File: src/rtl/apb_uart_completer.sv
// APB completer bridging a CPU bus to UART TX/RX FIFOs.
// Ports: APB (PCLK, PRESETn, PSEL, PENABLE, PWRITE, PADDR, PWDATA,
//        PRDATA, PREADY, PSLVERR); FIFO side (tx_full, rx_empty,
//        r_data, wr_uart, w_data, rd_uart); irq (registered).
module apb_uart_completer #(
    parameter int          ADDR_W = 32,
    parameter logic [3:0]  TO_RST = 4'hF
) (
    input  logic              PCLK,
    input  logic              PRESETn,
    input  logic              PSEL,
    input  logic              PENABLE,
    input  logic              PWRITE,
    input  logic [ADDR_W-1:0] PADDR,
    input  logic [31:0]       PWDATA,
    output logic [31:0]       PRDATA,
    output logic              PREADY,
    output logic              PSLVERR,
    input  logic              tx_full,
    input  logic              rx_empty,
    input  logic [7:0]        r_data,
    output logic              wr_uart,
    output logic [7:0]        w_data,
    output logic              rd_uart,
    output logic              irq
);

    typedef enum logic [1:0] {
        IDLE,
        ACCESS,
        STALL
    } state_t;

    state_t     state_q;
    logic [3:0] cnt_q;
    logic       en_rx_q;
    logic       en_tx_q;
    logic [3:0] to_q;
    logic       tx_ovf_q;
    logic       rx_unf_q;
    logic       irq_q;

    logic [3:0] off;
    logic       sel_data;
    logic       sel_stat;
    logic       sel_ctrl;
    logic       active;
    logic       blocked;
    logic       expired;
    logic       set_ovf;
    logic       set_unf;
    logic       clr_ovf;
    logic       clr_unf;
    logic       ctrl_wr;

    // Address bits above the decoded nibble and the unused
    // write-data bits are intentionally ignored.
    logic unused_bits;
    assign unused_bits = ^{PADDR[ADDR_W-1:4], PWDATA[31:8]};

    assign off      = PADDR[3:0];
    assign sel_data = (off == 4'h0);
    assign sel_stat = (off == 4'h4);
    assign sel_ctrl = (off == 4'h8);

    // Dropping PSEL mid-transfer kills every side effect at once.
    assign active  = (state_q != IDLE) && PSEL;
    assign blocked = sel_data && (PWRITE ? tx_full : rx_empty);
    // The access cycle itself counts as wait 0, so a timeout of
    // 0 errors without ever stalling.
    assign expired = (cnt_q == to_q);

    always_comb begin
        PREADY  = 1'b0;
        PSLVERR = 1'b0;
        PRDATA  = 32'h0;
        wr_uart = 1'b0;
        rd_uart = 1'b0;
        set_ovf = 1'b0;
        set_unf = 1'b0;
        if (active) begin
            if (!sel_data) begin
                PREADY  = 1'b1;
                PSLVERR = !(sel_stat || sel_ctrl);
                if (!PWRITE && sel_stat) begin
                    PRDATA = {28'h0, rx_unf_q, tx_ovf_q,
                              rx_empty, tx_full};
                end else if (!PWRITE && sel_ctrl) begin
                    PRDATA = {24'h0, to_q, 2'b00,
                              en_tx_q, en_rx_q};
                end
            end else if (!blocked) begin
                // Freeing in the expiry cycle lands here: success wins.
                PREADY  = 1'b1;
                wr_uart = PWRITE;
                rd_uart = !PWRITE;
                if (!PWRITE) begin
                    PRDATA = {24'h0, r_data};
                end
            end else if (expired) begin
                PREADY  = 1'b1;
                PSLVERR = 1'b1;
                set_ovf = PWRITE;
                set_unf = !PWRITE;
            end
        end
    end

    assign w_data  = wr_uart ? PWDATA[7:0] : 8'h00;
    assign ctrl_wr = active && PWRITE && sel_ctrl;
    assign clr_ovf = active && PWRITE && sel_stat && PWDATA[2];
    assign clr_unf = active && PWRITE && sel_stat && PWDATA[3];
    assign irq     = irq_q;

    always_ff @(posedge PCLK or negedge PRESETn) begin
        if (!PRESETn) begin
            state_q  <= IDLE;
            cnt_q    <= 4'h0;
            en_rx_q  <= 1'b0;
            en_tx_q  <= 1'b0;
            to_q     <= TO_RST;
            tx_ovf_q <= 1'b0;
            rx_unf_q <= 1'b0;
            irq_q    <= 1'b0;
        end else begin
            unique case (state_q)
                IDLE: begin
                    if (PSEL && !PENABLE) begin
                        state_q <= ACCESS;
                        cnt_q   <= 4'h0;
                    end
                end
                ACCESS, STALL: begin
                    if (!PSEL || PREADY) begin
                        state_q <= IDLE;
                    end else begin
                        state_q <= STALL;
                        cnt_q   <= cnt_q + 4'd1;
                    end
                end
                default: state_q <= IDLE;
            endcase
            if (ctrl_wr) begin
                en_rx_q <= PWDATA[0];
                en_tx_q <= PWDATA[1];
                to_q    <= PWDATA[7:4];
            end
            // A set in the same cycle as a W1C clear wins.
            tx_ovf_q <= set_ovf || (tx_ovf_q && !clr_ovf);
            rx_unf_q <= set_unf || (rx_unf_q && !clr_unf);
            irq_q    <= (en_rx_q && !rx_empty)
                     || (en_tx_q && !tx_full)
                     || tx_ovf_q || rx_unf_q;
        end
    end

endmodule

File: config.mk
export PLATFORM = sky130hd
export DESIGN_NAME = apb_uart_completer
export DESIGN_NICKNAME = d
export VERILOG_FILES = /design/src/rtl/apb_uart_completer.sv
export SDC_FILE = /design/constraint.sdc
export NUM_CORES = 1
export LEC_CHECK = 0
export BUFFER_PORTS_ARGS = -buffer_cell sky130_fd_sc_hd__buf_4
export CAP_MARGIN = 40
export CORE_UTILIZATION = 39
export DETAILED_ROUTE_END_ITERATION = 8
export PLACE_DENSITY = 0.95
export SKIP_LAST_GASP = 1
export SLEW_MARGIN = 20
export SYNTH_ARGS = -nofsm -noshare
export SYNTH_HDL_FRONTEND = slang
export SYNTH_SLANG_ARGS = --single-unit
File: constraint.sdc
create_clock -name PCLK -period 5.4 [get_ports PCLK]
set_input_delay 0.54 -clock PCLK [delete_from_list [all_inputs] [get_ports PCLK]]
set_output_delay 0.54 -clock PCLK [all_outputs]
set_load 0.02 [all_outputs]
==> flow_summary.ini, run 1 <==
[floorplan]
die_h_um = 58.93
initial_core_util_pct = 41.39
dieWidth_um = 58.93
coreArea_um2 = 3053
io_pins = 124
dieArea_um2 = 3472
placementRows = 20

[setup_path]
setup.worst_path.start_class = flop
reg2reg_setup_slack_ps = 3450
crit_required_ps = 4860
cp_max_fo = 8
crit_arrival_ps = 2230
crit_type = reg2out
rr_startpoint = to_q[1]$_DFFE_PN1P_
path_cells = inv_1, ha_1, nand2b_1, nor4_4, a22oi_1, nand2_1, buf_4
crit_start = state_q[0]$_DFFE_PN0P_
max_stage_delay_ps = 520
critical-path-top-delay-family = simple AND/OR/NAND/NOR gates
cp_num_buf_inv = 2
slowest_stage = nor4_4
crit_path_end_kind = output port

[global_route]
grt_max_degree = 16
grt_pass1_vias = 1019
groute.usage.overall_pct = 17.82
grt_overflow = 0
grt_pass1_wl_um = 4588
grt_antenna_before_repair = 0

[placed_design]
portBuffers = 47
gp_congestion = 0.8875
post-dp-hpwl_um = 2350

[timing]
timing.final.crit_period_ps = 2773
setup_violations = 0
rsz0062_at_grt = false
tightestPinTransition_ps = 568.5
fin_crit_sh_pct = 51.34
max_freq_mhz = 360.7
hold_viol = 0
fin_worst_skew_ps = 11.08
final_max_slew_viol_count = 0
slew_headroom_pct = 61.78
tns_ps = 0

[outcome]
status = finished clean

[routing]
drtPass1Iterations = 4
via_per_inst = 4.814
dr.first_iter.drc_count = 34
wl_per_cell_um = 12.45
num_vias = 1141
final_antenna_net_count = 0
totalWireLength_um = 2950
drcViolationCount = 0

[cts]
insertion_delay_ps = 290
cts.sinks = 15
numCtsBuffers = 3
cts_tree = done
cts_setup_buffers = 0
cts_max_level = 1
cts-resized-gates = 0
clockBufferDepth = 2
cts.hold.buffers_added = 0
cts.clk_slew.worst_paths_ps = 100
cts_root_buf = clkbuf_4

[finish]
fin_nets = 276
syn_to_final_growth_pct = 25.45
nFillCells = 312
n_antenna_cell = 0
layout_common_cells = 47 x buf_4, 24 x conb_1, 17 x nand2_1
drive_above_1_share_pct = 33.68
finish.utilization_pct = 51.93
layout_commonest_cell = buf_4

[synthesis]
synth_cell_type_count = 39
ys_ff_latch = 15
syn_avg_cell_area_um2 = 8.656
yosysSeqAreaShare_pct = 30.10
syn_area_um2 = 1264
yosys_warnings = 0
ys.flop_type = dfrtp_1
synth_edf_count = 0
synthCells = 146
async_reset_ff_share_pct = 100.0

[pwr]
power.density_nw_per_um2 = 308.5
ir_drop_uv = 172.4
leakagePower_uw = 0.0008158
power_uw = 489.1

[min_path]
min_path_type = in2async

[run]
maxCapViolCount = 0
[area by class of cell]
| class | count | area (µm²) | area share (%) |
|---|---|---|---|
| Clock buffer | 4 | 26.28 | 1.657 |
| Inverter | 6 | 22.52 | 1.421 |
| Multi-Input combinational cell | 121 | 748.2 | 47.20 |
| Sequential cell | 15 | 380.4 | 23.99 |
| Tap cell | 44 | 55.05 | 3.473 |
| Timing Repair Buffer | 47 | 352.8 | 22.26 |
[sequential cells by signal, summed over array words and instances (netlist names)]
name and count:
cnt_q 4, to_q 4, state_q 2, en_rx_q 1, en_tx_q 1, irq 1, rx_unf_q 1, tx_ovf_q 1
[cells in the mapped netlist, types with 3 or more instances]
cell type	instances	area [µm²]
a22o_1	7	61.31
and2_1	9	56.30
and3_1	3	18.77
buf_4	24	180.2
dfrtp_1	11	275.3
dfstp_2	4	105.1
ha_1	3	37.54
inv_1	6	22.52
mux2_2	6	67.56
nand2_1	17	63.81
nand3_1	3	15.01
nor2_1	12	45.04
o21ai_0	5	25.02
xor2_1	4	35.03
[cells by family after synthesis]
group	after synthesis	share of synthesized area, %
multiplexers	7	6.138
AO/OA/AOI/OAI	26	15.44
flip-flops	15	30.10
XOR/XNOR	4	2.772
adder cells (fa/ha/maj)	3	2.971
AND/OR/NAND/NOR	57	24.75
buffers and inverters	33	17.52
other	1	0.2967
[worst paths after layout]
check                                  endpoint  cells after the start
hold reg to reg                   irq$_DFF_PN0_                      2
hold / removal             cnt_q[0]$_DFFE_PN0P_                      1
setup / recovery                      PRDATA[0]                      7
setup reg to reg           cnt_q[1]$_DFFE_PN0P_                      5
max in group asynchronous   to_q[1]$_DFFE_PN1P_                      1
min in group PCLK           en_rx_q$_DFFE_PN0P_                      2
[layer usage]
metal	wire length (µm)	part of all wire [%]	track usage [%]	up-vias
li1	-	-	-	555
met1	1177	40	20.53	520
met2	1457	49	29.87	60
met3	275	9.3	6.813	6
met4	40	1.4	6.803	0
met5	0	0	0	-
[power by group]
group | leakage, µW | internal, µW | switching, µW
logic | 0.000616 | 94.5 | 141
clock network | 0.0000150 | 28.7 | 37.6
registers | 0.000185 | 154 | 33.3
[worst register-to-register path: stages (launching register included)]
cell,delay [ps]
dfstp_2,560
xor2_1,80
nor4_2,560
nor3_2,150
o21a_1,240
a32o_1,250
[through the flow]
step / std cells / hold slack (ps) / setup WS, ps / area (µm²)
final: 237 / 80.10 / 2628 / 1585
after global routing: 237 / 84.03 / 2413 / 1585
after CTS: 237 / 80.46 / 2599 / 1585
after detailed placement: 233 / 405.6 / 2739 / 1559
after global placement: 233 / 402.9 / 2803 / 1559
after floorplan: 169 / 244.4 / 2877 / 1350
No activity file was read; power rests on OpenSTA's default activity.
==> inputs of run 2 (changes only) <==
Settings changed: CORE_UTILIZATION 39 to 36, PLACE_DENSITY 0.95 to 0.89.
Clock period 5.4 ns to 2.9 ns, I/O delays scaled along.
==> flow_summary.ini, run 2 (same netlist as run 1, synthesis figures left out) <==
[outcome]
status = finished clean

[cts]
cts.clk_slew.worst_paths_ps = 100
insertion_delay_ps = 290
numCtsBuffers = 3
clockBufferDepth = 2
cts_root_buf = clkbuf_4
cts.sinks = 15
cts_max_level = 1
cts_tree = done
cts-resized-gates = 0

[placed_design]
place_ws_ps = 607.8
portBuffers = 47
gp_congestion = 0.8357
post-dp-hpwl_um = 2340

[floorplan]
die_h_um = 61.25
initial_core_util_pct = 37.87
dieWidth_um = 61.25
dieArea_um2 = 3751
io_pins = 124
coreArea_um2 = 3337
placementRows = 21

[routing]
totalWireLength_um = 2919
drtPass1Iterations = 4
num_vias = 1165
final_antenna_net_count = 0
via_per_inst = 4.854
drcViolationCount = 0
wl_per_cell_um = 12.16
dr.first_iter.drc_count = 43

[finish]
syn_to_final_growth_pct = 26.53
layout.area.seq_um2 = 380.4
layout_common_cells = 47 x buf_4, 24 x conb_1, 17 x nand2_1
n_antenna_cell = 0
layout_commonest_cell = buf_4
multiInputGateArea_um2 = 748.2
fin_nets = 277
top_regs = cnt_q (4), to_q (4), state_q (2)
nFillCells = 346
drive_above_1_share_pct = 34.02

[timing]
tightestPinTransition_ps = 569.1
tns_ps = 0
hold_ws_ps = 236.6
max_freq_mhz = 378.8
slew_headroom_pct = 61.86
final_max_slew_viol_count = 0
rsz0062_at_grt = false
timing.final.crit_period_ps = 2640
fin_crit_sh_pct = 91.03
layout_setup_ws_ps = 260.1
hold_viol = 0
fin_worst_skew_ps = 6.747
setup_violations = 0

[setup_path]
setup.worst_path.start_class = flop
max_stage_delay_ps = 450
crit_type = reg2out
crit_path_end_kind = output port
path_cells = inv_1, ha_1, nor2b_1, nand2_1, nor3_2, and2_1, buf_4
crit_arrival_ps = 2350
cp_max_fo = 9
critical-path-top-delay-family = simple AND/OR/NAND/NOR gates
slowest_stage = nor3_2
crit_required_ps = 2610
cp_num_buf_inv = 2

[min_path]
min_path_type = in2reg

[pwr]
power.density_nw_per_um2 = 575.5
ir_drop_uv = 372.1
leakagePower_uw = 0.0008227

[global_route]
grt_pass1_wl_um = 4347
grt_max_degree = 16
grt_pass1_vias = 963
grt_antenna_before_repair = 0
groute.usage.overall_pct = 15.82
grt_overflow = 0

[run]
maxCapViolCount = 0
run 2: cell type report:
cell class | count | area share [%]
clock inverters | 1 | 0.3130
repair buffers | 48 | 22.69
flip-flops and latches | 15 | 23.79
inverters | 6 | 1.408
clock buffers | 3 | 1.408
well taps | 46 | 3.599
multi-input cells | 121 | 46.79
run 2: through the flow:
| step | util [%] | instances | total power, µW | area, µm² |
|---|---|---|---|---|
| after floorplan | - | 169 | 680.4 | 1350 |
| after global placement | 46.79 | 235 | 771.2 | 1562 |
| after detailed placement | 46.79 | 235 | 791.1 | 1562 |
| after CTS | 47.92 | 240 | 920.8 | 1599 |
| after global routing | 47.92 | 240 | 995.6 | 1599 |
| final | 47.92 | 240 | 920.3 | 1599 |
run 2: timing repair:
item                                   CTS  global route
endpoints found under the hold margin   11             0
setup buffers                            0             0
hold buffers                             1             0
run 2: path summary, 6_finish.rpt:
check	slack (ps)	endpoint	cells past startpoint	start
max in group asynchronous	2270	to_q[1]$_DFFE_PN1P_	2	PRESETn
worst min register to register	530	irq$_DFF_PN0_	2	tx_ovf_q$_DFF_PN0_
worst max register to register	900	en_tx_q$_DFFE_PN0P_	5	state_q[1]$_DFFE_PN0P_
worst max-delay path	260	w_data[4]	7	state_q[1]$_DFFE_PN0P_
worst min-delay path	240	en_rx_q$_DFFE_PN0P_	2	PWDATA[0]
min in group asynchronous	380	state_q[1]$_DFFE_PN0P_	2	PRESETn
run 2: routing by layer:
layer	share of wire [%]	global-route usage, %	routed length, µm	vias to the layer above
met4	0.34	3.247	10	0
met2	52	26.55	1508	45
li1	-	-	-	562
met3	6.7	4.622	196	2
met1	41	20.26	1204	556
met5	0	0	0	-
run 2: report_power, final:
group | internal, µW | switching, µW
Clock | 51.3 | 74.0
Sequential | 286 | 63.3
Combinational | 177 | 269
==> inputs of run 3 (changes only) <==
Settings changed: CORE_UTILIZATION 36 to 33, PLACE_DENSITY 0.89 to 0.86.
Clock period 2.9 ns to 2.4 ns, I/O delays scaled along.
==> flow_summary.ini, run 3 (same netlist as run 1, synthesis figures left out) <==
[pwr]
leakagePower_uw = 0.0008513
combinationalPowerShare_pct = 47.0
swShare_pct = 41.40
p_clk_share_pct = 17.6
ir_drop_uv = 400.1
switching_power_uw = 491.2
power_uw = 1187
power.density_nw_per_um2 = 716.8
power.internal_uw = 695.3
seq_power_share_pct = 35.5

[timing]
final_max_slew_viol_count = 0
fin_worst_skew_ps = 4.099
timing.final.crit_period_ps = 2187
max_freq_mhz = 457.3
tns_ps = 0
rsz0062_at_grt = false
setup_violations = 0
hold_viol = 0
fin_crit_sh_pct = 91.12
slew_headroom_pct = 64.28
tightestPinTransition_ps = 531.3
hold_ws_ps = 222.7

[cts]
insertion_delay_ps = 250
cts_root_buf = clkbuf_8
cts.clk_slew.worst_paths_ps = 60
cts_max_level = 1
numCtsBuffers = 3
cts_tree = done
cts.sinks = 15
clockBufferDepth = 2

[setup_path]
crit_path_end_kind = output port
setup.worst_path.start_class = flop
crit_arrival_ps = 1950
crit_type = reg2out
crit_required_ps = 2160
cp_max_fo = 8

[routing]
num_vias = 1171
dr.first_iter.drc_count = 29
via_per_inst = 4.760
final_antenna_net_count = 0
wl_per_cell_um = 11.67
drtPass1Iterations = 4
drcViolationCount = 0
totalWireLength_um = 2872

[placed_design]
post-dp-hpwl_um = 2326
portBuffers = 47
gp_congestion = 0.8179
postPlaceCellArea_um2 = 1587

[global_route]
grt_pass1_vias = 1119
grt_pass1_wl_um = 4905
grt_overflow = 0
grt_max_degree = 16
groute.usage.overall_pct = 15.13
grt_antenna_before_repair = 0

[finish]
drive_above_1_share_pct = 36.36
fin_nets = 281
n_antenna_cell = 0
syn_to_final_growth_pct = 30.99
final_area_um2 = 1655
top_regs = cnt_q (4), to_q (4), state_q (2)
layout_commonest_cell = buf_4
layout_common_cells = 51 x buf_4, 24 x conb_1, 17 x nand2_1
finish.utilization_pct = 45.22
nFillCells = 371

[floorplan]
dieArea_um2 = 4081
io_pins = 124
die_h_um = 63.88
coreArea_um2 = 3661
initial_core_util_pct = 34.52
placementRows = 22
dieWidth_um = 63.88

[min_path]
min_path_type = in2reg

[outcome]
status = finished clean

[run]
maxCapViolCount = 0
## run 3: cell count changes in the layout (fill, tap and decap cells not counted)
cell      change
buf_4         +4
clkbuf_4      -3
ha_1          -1
nand2b_2      +1
clkbuf_8      +3
ha_2          +1
nand2b_1      -1
## run 3: worst paths after layout
path | startpoint | endpoint | slack [ps] | cells past startpoint
hold / removal | PWDATA[6] | to_q[2]$_DFFE_PN1P_ | 220 | 2
min in group asynchronous | PRESETn | rx_unf_q$_DFF_PN0_ | 380 | 2
max in group asynchronous | PRESETn | to_q[3]$_DFFE_PN1P_ | 1780 | 2
setup / recovery | state_q[0]$_DFFE_PN0P_ | PRDATA[3] | 210 | 6
hold reg to reg | tx_ovf_q$_DFF_PN0_ | irq$_DFF_PN0_ | 520 | 2
setup reg to reg | to_q[1]$_DFFE_PN1P_ | cnt_q[1]$_DFFE_PN0P_ | 500 | 5
## run 3: through the flow
step	instances	setup slack (ps)
after global routing	246	65.82
after global placement	240	356.1
after CTS	245	82.52
after detailed placement	240	367.4
after floorplan	169	297.2
final	246	213.1
## run 3: layout make-up
class                   count  area (µm²)  area share (%)
clock buffers               3       41.29           2.494
clock inverters             1       5.005          0.3023
inverters                   6       22.52           1.361
multi-input cells         121       753.2           45.50
flip-flops and latches     15       380.4           22.98
well taps                  48       60.06           3.628
repair buffers             52       392.9           23.73
## run 3: worst max-delay path, cell delays in order, from the launching register on
cell and delay, ps:
dfrtp_1 370, inv_1 50, ha_2 230, nand2b_2 250
nor3_1 450, a22o_1 210, buf_4 140
## run 3: power by group through the flow
stage	Sequential (µW)	Combinational (µW)	Clock (µW)
floorplan	414	409	0
global placement	422	523	0
detailed placement	425	539	0
CTS	420	543	215
global route	433	621	227
finish	421	557	208
## run 3: per-layer routing
layer / vias up / part of all wire [%] / track usage [%]
met1: 559 / 45 / 18.74
met3: 3 / 6.2 / 2.500
met5: - / 0 / 0
li1: 562 / - / -
met2: 47 / 47 / 25.93
met4: 0 / 1.4 / 5.966
## run 3: repair_timing
action	in CTS	in global routing
hold buffers	1	0
setup buffers	0	1
gates resized for setup	0	2
endpoints found under the setup margin	0	7
hold endpoints to repair	11	0
